===== src/rtl/mult_sched_pkg.sv =====
// Shared definitions for the shared-multiplier scheduler: state encoding,
// default geometry and a constant-foldable clog2 helper.
package mult_sched_pkg;

    localparam logic [1:0] IDLE = 2'd0;
    localparam logic [1:0] BUSY = 2'd1;
    localparam logic [1:0] SIGN = 2'd2;
    localparam logic [1:0] DONE = 2'd3;

    typedef enum logic [1:0] {
        ST_IDLE = IDLE,
        ST_BUSY = BUSY,
        ST_SIGN = SIGN,
        ST_DONE = DONE
    } state_t;

    localparam int DEF_WIDTH   = 32;
    localparam int DEF_NUM_REQ = 4;

    function automatic int clog2(input int n);
        int r;
        int v;
        r = 0;
        v = 1;
        while (v < n) begin
            v = v * 2;
            r = r + 1;
        end
        return r;
    endfunction

endpackage


===== src/rtl/mult_share_scheduler_rr_arbiter.sv =====
// Round-robin priority pick: the first asserted request scanning ptr+1,
// ptr+2, ... (mod NUM_REQ). Purely combinational.
module rr_arbiter
    import mult_sched_pkg::*;
#(
    parameter int NUM_REQ = DEF_NUM_REQ,
    parameter int ID_W    = clog2(NUM_REQ)
) (
    input  logic [NUM_REQ-1:0] req,
    input  logic [ID_W-1:0]    ptr,
    output logic [NUM_REQ-1:0] grant,
    output logic [ID_W-1:0]    idx,
    output logic               any
);

    // Scan from the slot after the last winner; first hit wins.
    always_comb begin
        logic [ID_W-1:0] cand;
        grant = '0;
        idx   = '0;
        any   = 1'b0;
        cand  = '0;
        for (int off = 1; off <= NUM_REQ; off++) begin
            cand = ID_W'((int'(ptr) + off) % NUM_REQ);
            if (!any && req[cand]) begin
                any         = 1'b1;
                grant[cand] = 1'b1;
                idx         = cand;
            end
        end
    end

endmodule


===== src/rtl/mult_share_scheduler.sv =====
// Shares one iterative signed shift-add multiplier between NUM_REQ clients.
// Magnitudes are multiplied unsigned over WIDTH steps and the sign is
// applied once at the end, so -2^(WIDTH-1) operands stay exact.
module mult_share_scheduler
    import mult_sched_pkg::*;
#(
    parameter int NUM_REQ = DEF_NUM_REQ,
    parameter int WIDTH   = DEF_WIDTH,
    parameter int ID_W    = clog2(NUM_REQ)
) (
    input  logic                        clk,
    input  logic                        reset,
    input  logic [NUM_REQ-1:0]          req_valid,
    input  logic [NUM_REQ*WIDTH-1:0]    req_a,
    input  logic [NUM_REQ*WIDTH-1:0]    req_b,
    output logic [NUM_REQ-1:0]          req_ready,
    output logic                        resp_valid,
    output logic [ID_W-1:0]             resp_id,
    output logic signed [2*WIDTH-1:0]   resp_result,
    input  logic                        resp_ready,
    output logic                        busy
);

    localparam int CNT_W = (clog2(WIDTH) < 1) ? 1 : clog2(WIDTH);

    state_t                    state;
    state_t                    state_nxt;
    logic [ID_W-1:0]           ptr;
    logic [NUM_REQ-1:0]        grant;
    logic [ID_W-1:0]           grant_idx;
    logic                      grant_any;
    logic                      can_accept;
    logic                      accept;
    logic                      handshake;
    logic                      last_step;
    logic signed [WIDTH-1:0]   sel_a;
    logic signed [WIDTH-1:0]   sel_b;
    logic [2*WIDTH:0]          acc;
    logic [WIDTH-1:0]          mag_a;
    logic                      sign_q;
    logic [ID_W-1:0]           id_q;
    logic [CNT_W-1:0]          cnt;

    function automatic logic [WIDTH-1:0] magnitude(input logic signed [WIDTH-1:0] x);
        return x[WIDTH-1] ? $unsigned(-x) : $unsigned(x);
    endfunction

    function automatic logic signed [2*WIDTH-1:0] apply_sign(input logic [2*WIDTH-1:0] m,
                                                             input logic neg);
        return neg ? -$signed(m) : $signed(m);
    endfunction

    // One step on {carry, hi, lo}: add |a| into hi when lo[0] is set, then
    // shift the whole accumulator right by one.
    function automatic logic [2*WIDTH:0] shift_add_step(input logic [2*WIDTH:0] a_in,
                                                        input logic [WIDTH-1:0] m);
        logic [WIDTH:0] sum;
        sum = {1'b0, a_in[2*WIDTH-1:WIDTH]} + (a_in[0] ? {1'b0, m} : {(WIDTH+1){1'b0}});
        return {1'b0, sum, a_in[WIDTH-1:1]};
    endfunction

    rr_arbiter #(
        .NUM_REQ (NUM_REQ),
        .ID_W    (ID_W)
    ) u_arb (
        .req   (req_valid),
        .ptr   (ptr),
        .grant (grant),
        .idx   (grant_idx),
        .any   (grant_any)
    );

    // Grant is only exposed when a new operand pair can be taken this cycle.
    always_comb begin
        can_accept = (state == ST_IDLE) || ((state == ST_DONE) && resp_ready);
        req_ready  = can_accept ? grant : '0;
        accept     = can_accept && grant_any;
        handshake  = resp_valid && resp_ready;
        last_step  = (cnt == CNT_W'(WIDTH - 1));
        busy       = (state != ST_IDLE);
    end

    // Route the granted slot's operands to the capture registers.
    always_comb begin
        sel_a = '0;
        sel_b = '0;
        for (int i = 0; i < NUM_REQ; i++) begin
            if (grant[i]) begin
                sel_a = req_a[i*WIDTH +: WIDTH];
                sel_b = req_b[i*WIDTH +: WIDTH];
            end
        end
    end

    // Next-state logic; DONE can chain straight into BUSY on a handshake.
    always_comb begin
        state_nxt = state;
        case (state)
            ST_IDLE: if (accept) state_nxt = ST_BUSY;
            ST_BUSY: if (last_step) state_nxt = ST_SIGN;
            ST_SIGN: state_nxt = ST_DONE;
            ST_DONE: if (handshake) state_nxt = accept ? ST_BUSY : ST_IDLE;
            default: state_nxt = ST_IDLE;
        endcase
    end

    // State register.
    always_ff @(posedge clk) begin
        if (reset) state <= ST_IDLE;
        else       state <= state_nxt;
    end

    // Arbitration pointer and response channel; a reset drops any pending result.
    always_ff @(posedge clk) begin
        if (reset) begin
            ptr         <= ID_W'(NUM_REQ - 1);
            resp_valid  <= 1'b0;
            resp_id     <= '0;
            resp_result <= '0;
        end else begin
            if (accept) ptr <= grant_idx;
            if (state == ST_SIGN) begin
                resp_valid  <= 1'b1;
                resp_id     <= id_q;
                resp_result <= apply_sign(acc[2*WIDTH-1:0], sign_q);
            end else if (handshake) begin
                resp_valid  <= 1'b0;
            end
        end
    end

    // Multiply datapath: capture magnitudes at accept, then iterate.
    always_ff @(posedge clk) begin
        if (accept) begin
            acc    <= {1'b0, {WIDTH{1'b0}}, magnitude(sel_b)};
            mag_a  <= magnitude(sel_a);
            sign_q <= sel_a[WIDTH-1] ^ sel_b[WIDTH-1];
            id_q   <= grant_idx;
            cnt    <= '0;
        end else if (state == ST_BUSY) begin
            acc    <= shift_add_step(acc, mag_a);
            cnt    <= cnt + CNT_W'(1);
        end
    end

endmodule

===== config.mk =====
export PLATFORM = sky130hd
export DESIGN_NAME = mult_share_scheduler
export DESIGN_NICKNAME = d
export VERILOG_FILES = /design/src/rtl/mult_sched_pkg.sv /design/src/rtl/mult_share_scheduler_rr_arbiter.sv /design/src/rtl/mult_share_scheduler.sv
export SDC_FILE = /design/constraint.sdc
export NUM_CORES = 1
export LEC_CHECK = 0
export CORE_ASPECT_RATIO = 1.2
export CORE_MARGIN = 2
export CORE_UTILIZATION = 35
export DETAILED_ROUTE_END_ITERATION = 10
export GPL_ROUTABILITY_DRIVEN = 0
export PLACE_DENSITY_LB_ADDON = 0.2
export SYNTH_ARGS = -nofsm -noshare
export SYNTH_HDL_FRONTEND = slang
export SYNTH_HIERARCHICAL = 1
export SYNTH_SLANG_ARGS = --single-unit

===== constraint.sdc =====
create_clock -name clk -period 9.2 [get_ports clk]
set_input_delay 1.84 -clock clk [delete_from_list [all_inputs] [get_ports clk]]
set_output_delay 1.84 -clock clk [all_outputs]
set_load 0.05 [all_outputs]

==> results of run 1 <==
-- registers in the layout, summed over array words and instances (netlist names) --
signal,flops
acc,64
resp_result,64
mag_a,32
cnt,5
id_q,2
ptr,2
resp_id,2
state,2
resp_valid,1
sign_q,1
-- per-stage QoR --
step	worst slack (ns)	cells	power, mW	instance area, µm²	utilization (%)
after floorplan	2.58	1615	6.03	13400	-
after detailed placement	1.95	2337	7.60	17000	45.0
after global placement	2.12	2337	7.52	17000	45.0
final	2.08	2372	8.41	17600	46.7
after global routing	1.92	2371	9.07	17600	46.7
after CTS	2.11	2369	8.39	17600	46.7
-- critical path, delay by kind of cell --
family | cells | cell delay, ns
compound gates | 2 | 0.52
buf+inv | 3 | 1.93
simple gates | 2 | 0.28
mux | 1 | 0.70
-- power by group through the flow --
| stage | Combinational, mW | Sequential, mW | Clock [mW] |
|---|---|---|---|
| after global routing | 6.53 | 1.72 | 0.815 |
| after floorplan | 4.17 | 1.86 | 0 |
| final | 5.97 | 1.67 | 0.767 |
| after CTS | 5.93 | 1.68 | 0.784 |
| after global placement | 5.84 | 1.68 | 0 |
| after detailed placement | 5.91 | 1.69 | 0 |
-- cells in the final DEF, fill, tap and decap left out, types with 26 or more instances in the layout --
cell,netlist,final
clkdlybuf4s50_1,0,333
nor2_1,176,176
nand2_1,142,142
dfxtp_1,108,108
xor2_1,87,87
a21oi_1,87,86
o21ai_0,86,86
edfxtp_1,67,67
a211oi_1,64,64
xnor2_1,55,55
ha_1,50,49
and2_1,45,45
inv_1,36,36
o31ai_1,33,33
mux2i_1,31,31
a221oi_1,26,26
-- cell type report --
| type | instances | area share, % |
|---|---|---|
| Antenna cell | 3 | 0.0426 |
| Clock buffer | 18 | 2.43 |
| Clock inverter | 14 | 1.09 |
| Inverter | 39 | 0.830 |
| Multi-Input combinational cell | 1293 | 48.9 |
| Sequential cell | 175 | 23.7 |
| Tap cell | 480 | 3.41 |
| Timing Repair Buffer | 350 | 19.6 |
-- worst max path at each step --
stage | slack [ns] | from | cells after the start | to
2_1_floorplan | 2.58 | req_valid[1] | 11 | req_ready[1]
3_3_place_gp | 2.12 | req_valid[0] | 13 | mag_a[27]$_DFFE_PP_
3_5_place_dp | 1.95 | req_valid[0] | 13 | mag_a[27]$_DFFE_PP_
4_1_cts | 2.11 | req_valid[0] | 9 | req_ready[3]
5_1_grt | 1.92 | req_valid[0] | 9 | req_ready[3]
6_report | 2.08 | req_valid[0] | 8 | req_ready[2]
-- cells by family after synthesis --
logic type | after synthesis
adder cells (fa/ha/maj) | 51
AND/OR/NAND/NOR | 581
buffers and inverters | 147
flip-flops | 175
multiplexers | 34
XOR/XNOR | 142
AO/OA/AOI/OAI | 485
-- per-layer routing --
| metal | vias up | routed length (µm) |
|---|---|---|
| met1 | 6085 | 21200 |
| met4 | 4 | 1350 |
| met2 | 515 | 21300 |
| met5 | - | 27 |
| met3 | 75 | 2720 |
| li1 | 6529 | - |
==> summary.md, run 1 <==
| Metric | Value |
|---|---|
| Total die area | 39,900 µm² |
| Xor/xnor share of the synthesized area | a little under a tenth |
| Synth async-reset ratio | 0% |
| R2R Path End | acc[27]$_DFFE_PP_ |
| Pre-antenna DRT Iters | 5 |
| Largest net degree at the start of global routing | 105 |
| Final hold slack | between 0.4 and 0.5 ns |
| Critical path's most frequent cell | clkdlybuf4s50_1 |
| Period utilization | 77.3% |
| Die Span X | 183 µm |
| R2R Setup Slk | 2.99 ns |
| Vias/cell | 5.57 |
| Nets | 2,190 |
| GR Util All Layers | between 20% and 30% |
| Synth top area share | 16.1% |
| Endpoints failing hold | 0 |
| Vias in the first global route | approximately 13,000 |
| Final setup vio count | 0 |
| Clock buffer depth | 2 |
| Inserted Clock Buffers | 17 |
| Pwr dens | 477 nW/µm² |
| FF/Latch Area | 4170 µm² |
| Slew HR | between 15 and 20% |
| Clock Skew | 0.00808 ns |
| Largest area contributor in the netlist | dfxtp_1 |
| Power share of the combinational group | 71.0% |
| Clock power frac | under 10% |
| GR met3 Demand/Resource | 4.00% |
| Min-Delay Endpoint | resp_result[19]$_SDFFE_PP0P_ |
| DRT iter0 DRCs | around 1,100 |
| Post-route ant nets | 0 |
| Post-CTS setup buffer count | 0 |
| Switch Pwr | 4.34 mW |
| Gr busiest metal | met2 |
| Post-synthesis compound-gate area fraction | 25.3% |
| Sequential share of power | between 10% and 20% |
| Hold/Removal Path Class | reg -> reg |
| Clk pin slew, worst setup/hold paths | around 0.060 ns |
| Max Clk Rate | 0.141 GHz |
| Worst R2R Path Depth | 15 |
| CTS Hold Buffers Added | 0 |
| Height of the die | 218 µm |
| Critical Path End Type | output pin |
| Crit-path cells | clkdlybuf4s50_1 -> mux4_2 -> nand4_1 -> o31ai_1 -> a2111o_2 -> inv_2 -> nor2_1 -> clkdlybuf4s50_1 |
| DRC viols | 0 |
| Multiplexer share of the synthesized area | 2.73% |
| GR Util met2 | 37.0% |
| Avg Inst Size Synth | 8.30 µm² |
| Syn Inst Count | 1,615 |
| CTS HTree Levels | 4 |
| Top post-synthesis cells by area | dfxtp_1 (16%), edfxtp_1 (15%), xor2_1 (5.7%) |
| Total gr overflow | 0 |
| Fin crit period | 7.12 ns |
| Fin Setup TNS | 0 ns |
| Max incr delay on CP | 0.73 ns |
| Crit Path Class | in -> out |
| Clk Latency, worst-skew pair | 0.44 ns |
| Routing usage on met1 | 30.3% |
| Reg2reg start | ptr[0]$_SDFFE_PP1P_ |
| Combinational family with the most area after synthesis | compound AO/OA/AOI/OAI gates |
| WHS Path Cells | 2 |
| CP arrival | between 5 and 6 ns |
| FF+latch count, synth | between 150 and 200 |
| Cell leakage power | about 6.6 nW |
| Switching Fraction | 51.6% |
| Port Buffers | roughly 330 |
| Clock Tree Root | clkbuf_16 |
| Worst slew pin tran | 1.26 ns |
| Ys Warns | 6 |
| Count leader, synth | nor2_1 |
| Multi-input logic area | between 8000 and 9000 µm² |
| Crit path launch type | input pin |
| Fin. max-slew vios | 0 |
| I/O pins | 335 |
| Slowest stage cell on the critical path | clkdlybuf4s50_1 |
| Mapped Area | roughly 13,000 µm² |
| Drt wl/cell | between 15 and 20 µm |
| Detail Placement HPWL | roughly 37 mm |
| Max-Cap Viols | 0 |
| Worst Path Required | 7.36 ns |
| Register area share after synthesis | 31.1% |
| Drt total wl | 46.6 mm |
| Post-synth top cells | nor2_1 (176), nand2_1 (142), dfxtp_1 (108) |
| Layout fillers | about 3,700 |
| Crit path max fanout | 37 |
| Status | finished, final reports clean |
| Initial Util | 35.5% |
| CTS resizes | 0 |
| EDFF count, synth | 67 |
| Int Pwr | 4.07 mW |
| Cell variety after synth | 82 |
| Peak supply drop | between 0.2 and 0.25 mV |
| Layout cells sized above 1 | 4.92% |
| Core Region | 37,800 µm² |
| Area grow syn2layout | 31.5% |
| DR vias | 13,200 |
| Post-synthesis adder-cell area fraction | under 10% |
| TritonCTS clock tree | done |
| Synthesized net count | 1,929 |
| Post-Synth Simple-Gate Area | 22.0% |
| Num rows | between 70 and 80 |
| First-pass GRT wire length | between 70 and 80 mm |
| RSZ-0062 raised after global routing | false |
| Initial antenna violation count | 4 |
| Hold Path Origin | resp_result[19]$_SDFFE_PP0P_ |
| Top FF cell, synth | dfxtp_1 |
| Clock Sinks | 175 |
Note: power is estimated with default switching activity, not from simulation.
==> run 2: changes to the inputs <==
==> constraint.sdc (replaced) <==
create_clock -name clk -period 5.7 [get_ports clk]
set_input_delay 1.14 -clock clk [delete_from_list [all_inputs] [get_ports clk]]
set_output_delay 1.14 -clock clk [all_outputs]
set_load 0.05 [all_outputs]
==> run 2 against run 1 <==
  * Register-to-register slack lost 2.4 ns
  * Combinational power grew 71%
  * Total power rose by 67%
  * Global-route usage rose by 0.31 points
  * Die area stayed put
  * Sequential power is 60% higher
  * Highest routed layer is now met4
==> summary.md, run 2 (synthesis gave the netlist of run 1 again) <==
| Metric | Value |
|---|---|
| Cell leakage power | 6.84 nW (was 6.55 nW) |
| Detail Placement HPWL | 38.6 mm (was 37.0 mm) |
| R2R Setup Slk | 0.61 ns (was 2.99 ns) |
| Clock Skew | 0.0102 ns (was 0.00808 ns) |
| Dpl ws | -0.112 ns (was 1.95 ns) |
| Largest net degree at the start of global routing | 98 (was 105) |
| Initial Util | 35.5% (unchanged) |
| Core Region | 37,800 µm² (unchanged) |
| RSZ-0062 raised after global routing | false (unchanged) |
| Fin. max-slew vios | 0 (unchanged) |
| Total die area | 39,900 µm² (unchanged) |
| Hold/Removal Path Class | reg -> reg (unchanged) |
| Power, Total | 14.1 mW (was 8.41 mW) |
| Vias/cell | 5.52 (was 5.57) |
| Area grow syn2layout | 34.6% (was 31.5%) |
| Nets | 2,243 (was 2,190) |
| CTS Hold Buffers Added | 0 (unchanged) |
| Most common cell after layout, fill and taps aside | clkdlybuf4s50_1 (unchanged) |
| Final setup vio count | 0 (unchanged) |
| Status | finished, final reports clean (unchanged) |
| Num rows | 78 (unchanged) |
| CTS HTree Levels | 4 (unchanged) |
| First-pass GRT wire length | 71.9 mm (was 71.1 mm) |
| Layout cells sized above 1 | 7.72% (was 4.92%) |
| DR vias | 13,400 (was 13,200) |
| Clk pin slew, worst setup/hold paths | 0.07 ns (was 0.06 ns) |
| CP arrival | 5.59 ns (was 5.28 ns) |
| Vias in the first global route | 12,700 (about the same) |
| Finished Layout Cells | 2,427 (was 2,372) |
| Pre-antenna DRT Iters | 7 (was 5) |
| Initial antenna violation count | 5 (was 4) |
| Drt wl/cell | 19.5 µm (was 19.7 µm) |
| Final hold slack | 0.483 ns (was 0.485 ns) |
| Final worst setup slack | 0.284 ns (was 2.08 ns) |
| Crit Path Class | in -> reg (was in -> out) |
| Inserted Clock Buffers | 17 (unchanged) |
| Max Clk Rate | 0.185 GHz |
| DRC viols | 0 (unchanged) |
| I/O pins | 335 (unchanged) |
| Pwr dens | 779 nW/µm² (was 477 nW/µm²) |
| Clock Tree Root | clkbuf_16 (unchanged) |
| Layout fillers | 3,602 (was 3,691) |
| Clock buffer depth | 2 (unchanged) |
| Crit path launch type | input pin (unchanged) |
| Worst Path Required | 5.88 ns (was 7.36 ns) |
| Height of the die | 218 µm (unchanged) |
| Post-route ant nets | 0 (unchanged) |
| TritonCTS clock tree | done (unchanged) |
| GR Util All Layers | 23.1% (was 22.8%) |
| Max-Cap Viols | 0 (unchanged) |
| Port Buffers | 334 (unchanged) |
| Clk Latency, worst-skew pair | 0.44 ns (about the same) |
| DRT iter0 DRCs | 1,097 (was 1,135) |
| Worst slew pin tran | 0.976 ns (was 1.26 ns) |
| Slew HR | 34.3% (was 15.8%) |
| Total gr overflow | 0 (unchanged) |
| Peak supply drop | 0.459 mV (was 0.243 mV) |
| Endpoints failing hold | 0 (unchanged) |
| Biggest regs | acc (64), resp_result (64), mag_a (32) (unchanged) |
| Critical Path End Type | register (was output pin) |
| Most frequent cells in the layout | clkdlybuf4s50_1 (329), nor2_1 (176), nand2_1 (142), dfxtp_1 (108), xor2_1 (87) (was clkdlybuf4s50_1 (333), nor2_1 (176), nand2_1 (142), dfxtp_1 (108), xor2_1 (87)) |
| Post-CTS setup buffer count | 0 (unchanged) |
| Crit path max fanout | 18 (was 37) |
| Period utilization | 95.0% |
| Placed Cells | 2,390 (was 2,337) |
| Drt total wl | 47.4 mm (was 46.6 mm) |
| Clock Sinks | 175 (unchanged) |
| Fin crit period | about 5.4 ns |
| CTS resizes | 0 (unchanged) |
| Die Span X | 183 µm (unchanged) |
-- run 2: changes by cell type in the layout (fill, tap and decap cells not counted), sizes merged --
cell / change
clkbuf: +5
clkdlybuf4s50: -4
clkinvlp: -5
clkinv: +1
bufinv: -3
inv: +2
diode: +2
buf: +57
-- run 2: routing by layer --
metal	wire (µm)	vias to the layer above	global-route usage, %
met5	0	-	0
met4	1800	0	10.3
met2	21800	540	37.8
li1	-	6630	-
met1	20900	6135	29.6
met3	2940	84	4.15
-- run 2: power by group --
group / leakage [nW] / internal [mW] / switching, mW
registers: 1.56 / 2.22 / 0.452
clock network: 0.294 / 0.674 / 0.485
logic: 4.98 / 4.06 / 6.17
-- run 2: critical path, cell delays in order --
cell	delay (ns)
clkdlybuf4s50_1	0.48
mux4_2	0.64
nand4_1	0.18
o31ai_1	0.11
a2111o_2	0.60
clkinv_2	0.32
buf_4	0.20
a311oi_1	0.12
a2111oi_1	0.47
buf_4	0.23
nand4_1	0.12
buf_4	0.18
nor4_2	0.21
buf_4	0.20
a31oi_1	0.10
xor2_1	0.17
o21ai_1	0.07
-- run 2: per-stage QoR --
step | instance area, µm² | util (%) | TNS [ns]
4_1_cts | 18000 | 47.7 | 0
3_3_place_gp | 17400 | 46.2 | 0
2_1_floorplan | 13400 | - | 0
3_5_place_dp | 17400 | 46.2 | -0.674
5_1_grt | 18000 | 47.8 | 0
6_report | 18000 | 47.8 | 0
-- run 2: layout make-up --
cell class / instances / area (µm²) / area share, %
Multi-Input combinational cell: 1293 / 8620 / 47.8
Sequential cell: 175 / 4170 / 23.1
Timing Repair Buffer: 403 / 3900 / 21.6
Tap cell: 480 / 601 / 3.33
Clock buffer: 23 / 510 / 2.83
Inverter: 39 / 148 / 0.818
Clock inverter: 9 / 76.3 / 0.423
Antenna cell: 5 / 12.5 / 0.0694
-- run 2: final timing paths --
kind	start	end	depth (start not counted)
hold / removal	resp_result[53]$_SDFFE_PP0P_	resp_result[53]$_SDFFE_PP0P_	2
hold reg to reg	resp_result[53]$_SDFFE_PP0P_	resp_result[53]$_SDFFE_PP0P_	2
setup reg to reg	ptr[1]$_SDFFE_PP1P_	acc[25]$_DFFE_PP_	18
setup / recovery	req_valid[2]	acc[25]$_DFFE_PP_	17
==> run 3: changes to the inputs <==
--- a/config.mk
+++ b/config.mk
@@ -8,6 +8,7 @@
 export CORE_ASPECT_RATIO = 1.2
 export CORE_MARGIN = 2
 export CORE_UTILIZATION = 35
+export CTS_CLUSTER_DIAMETER = 200
 export DETAILED_ROUTE_END_ITERATION = 10
 export GPL_ROUTABILITY_DRIVEN = 0
 export PLACE_DENSITY_LB_ADDON = 0.2
==> results of run 3 <==
Same layout as run 2: the final DEF is identical, and so are final timing and power.
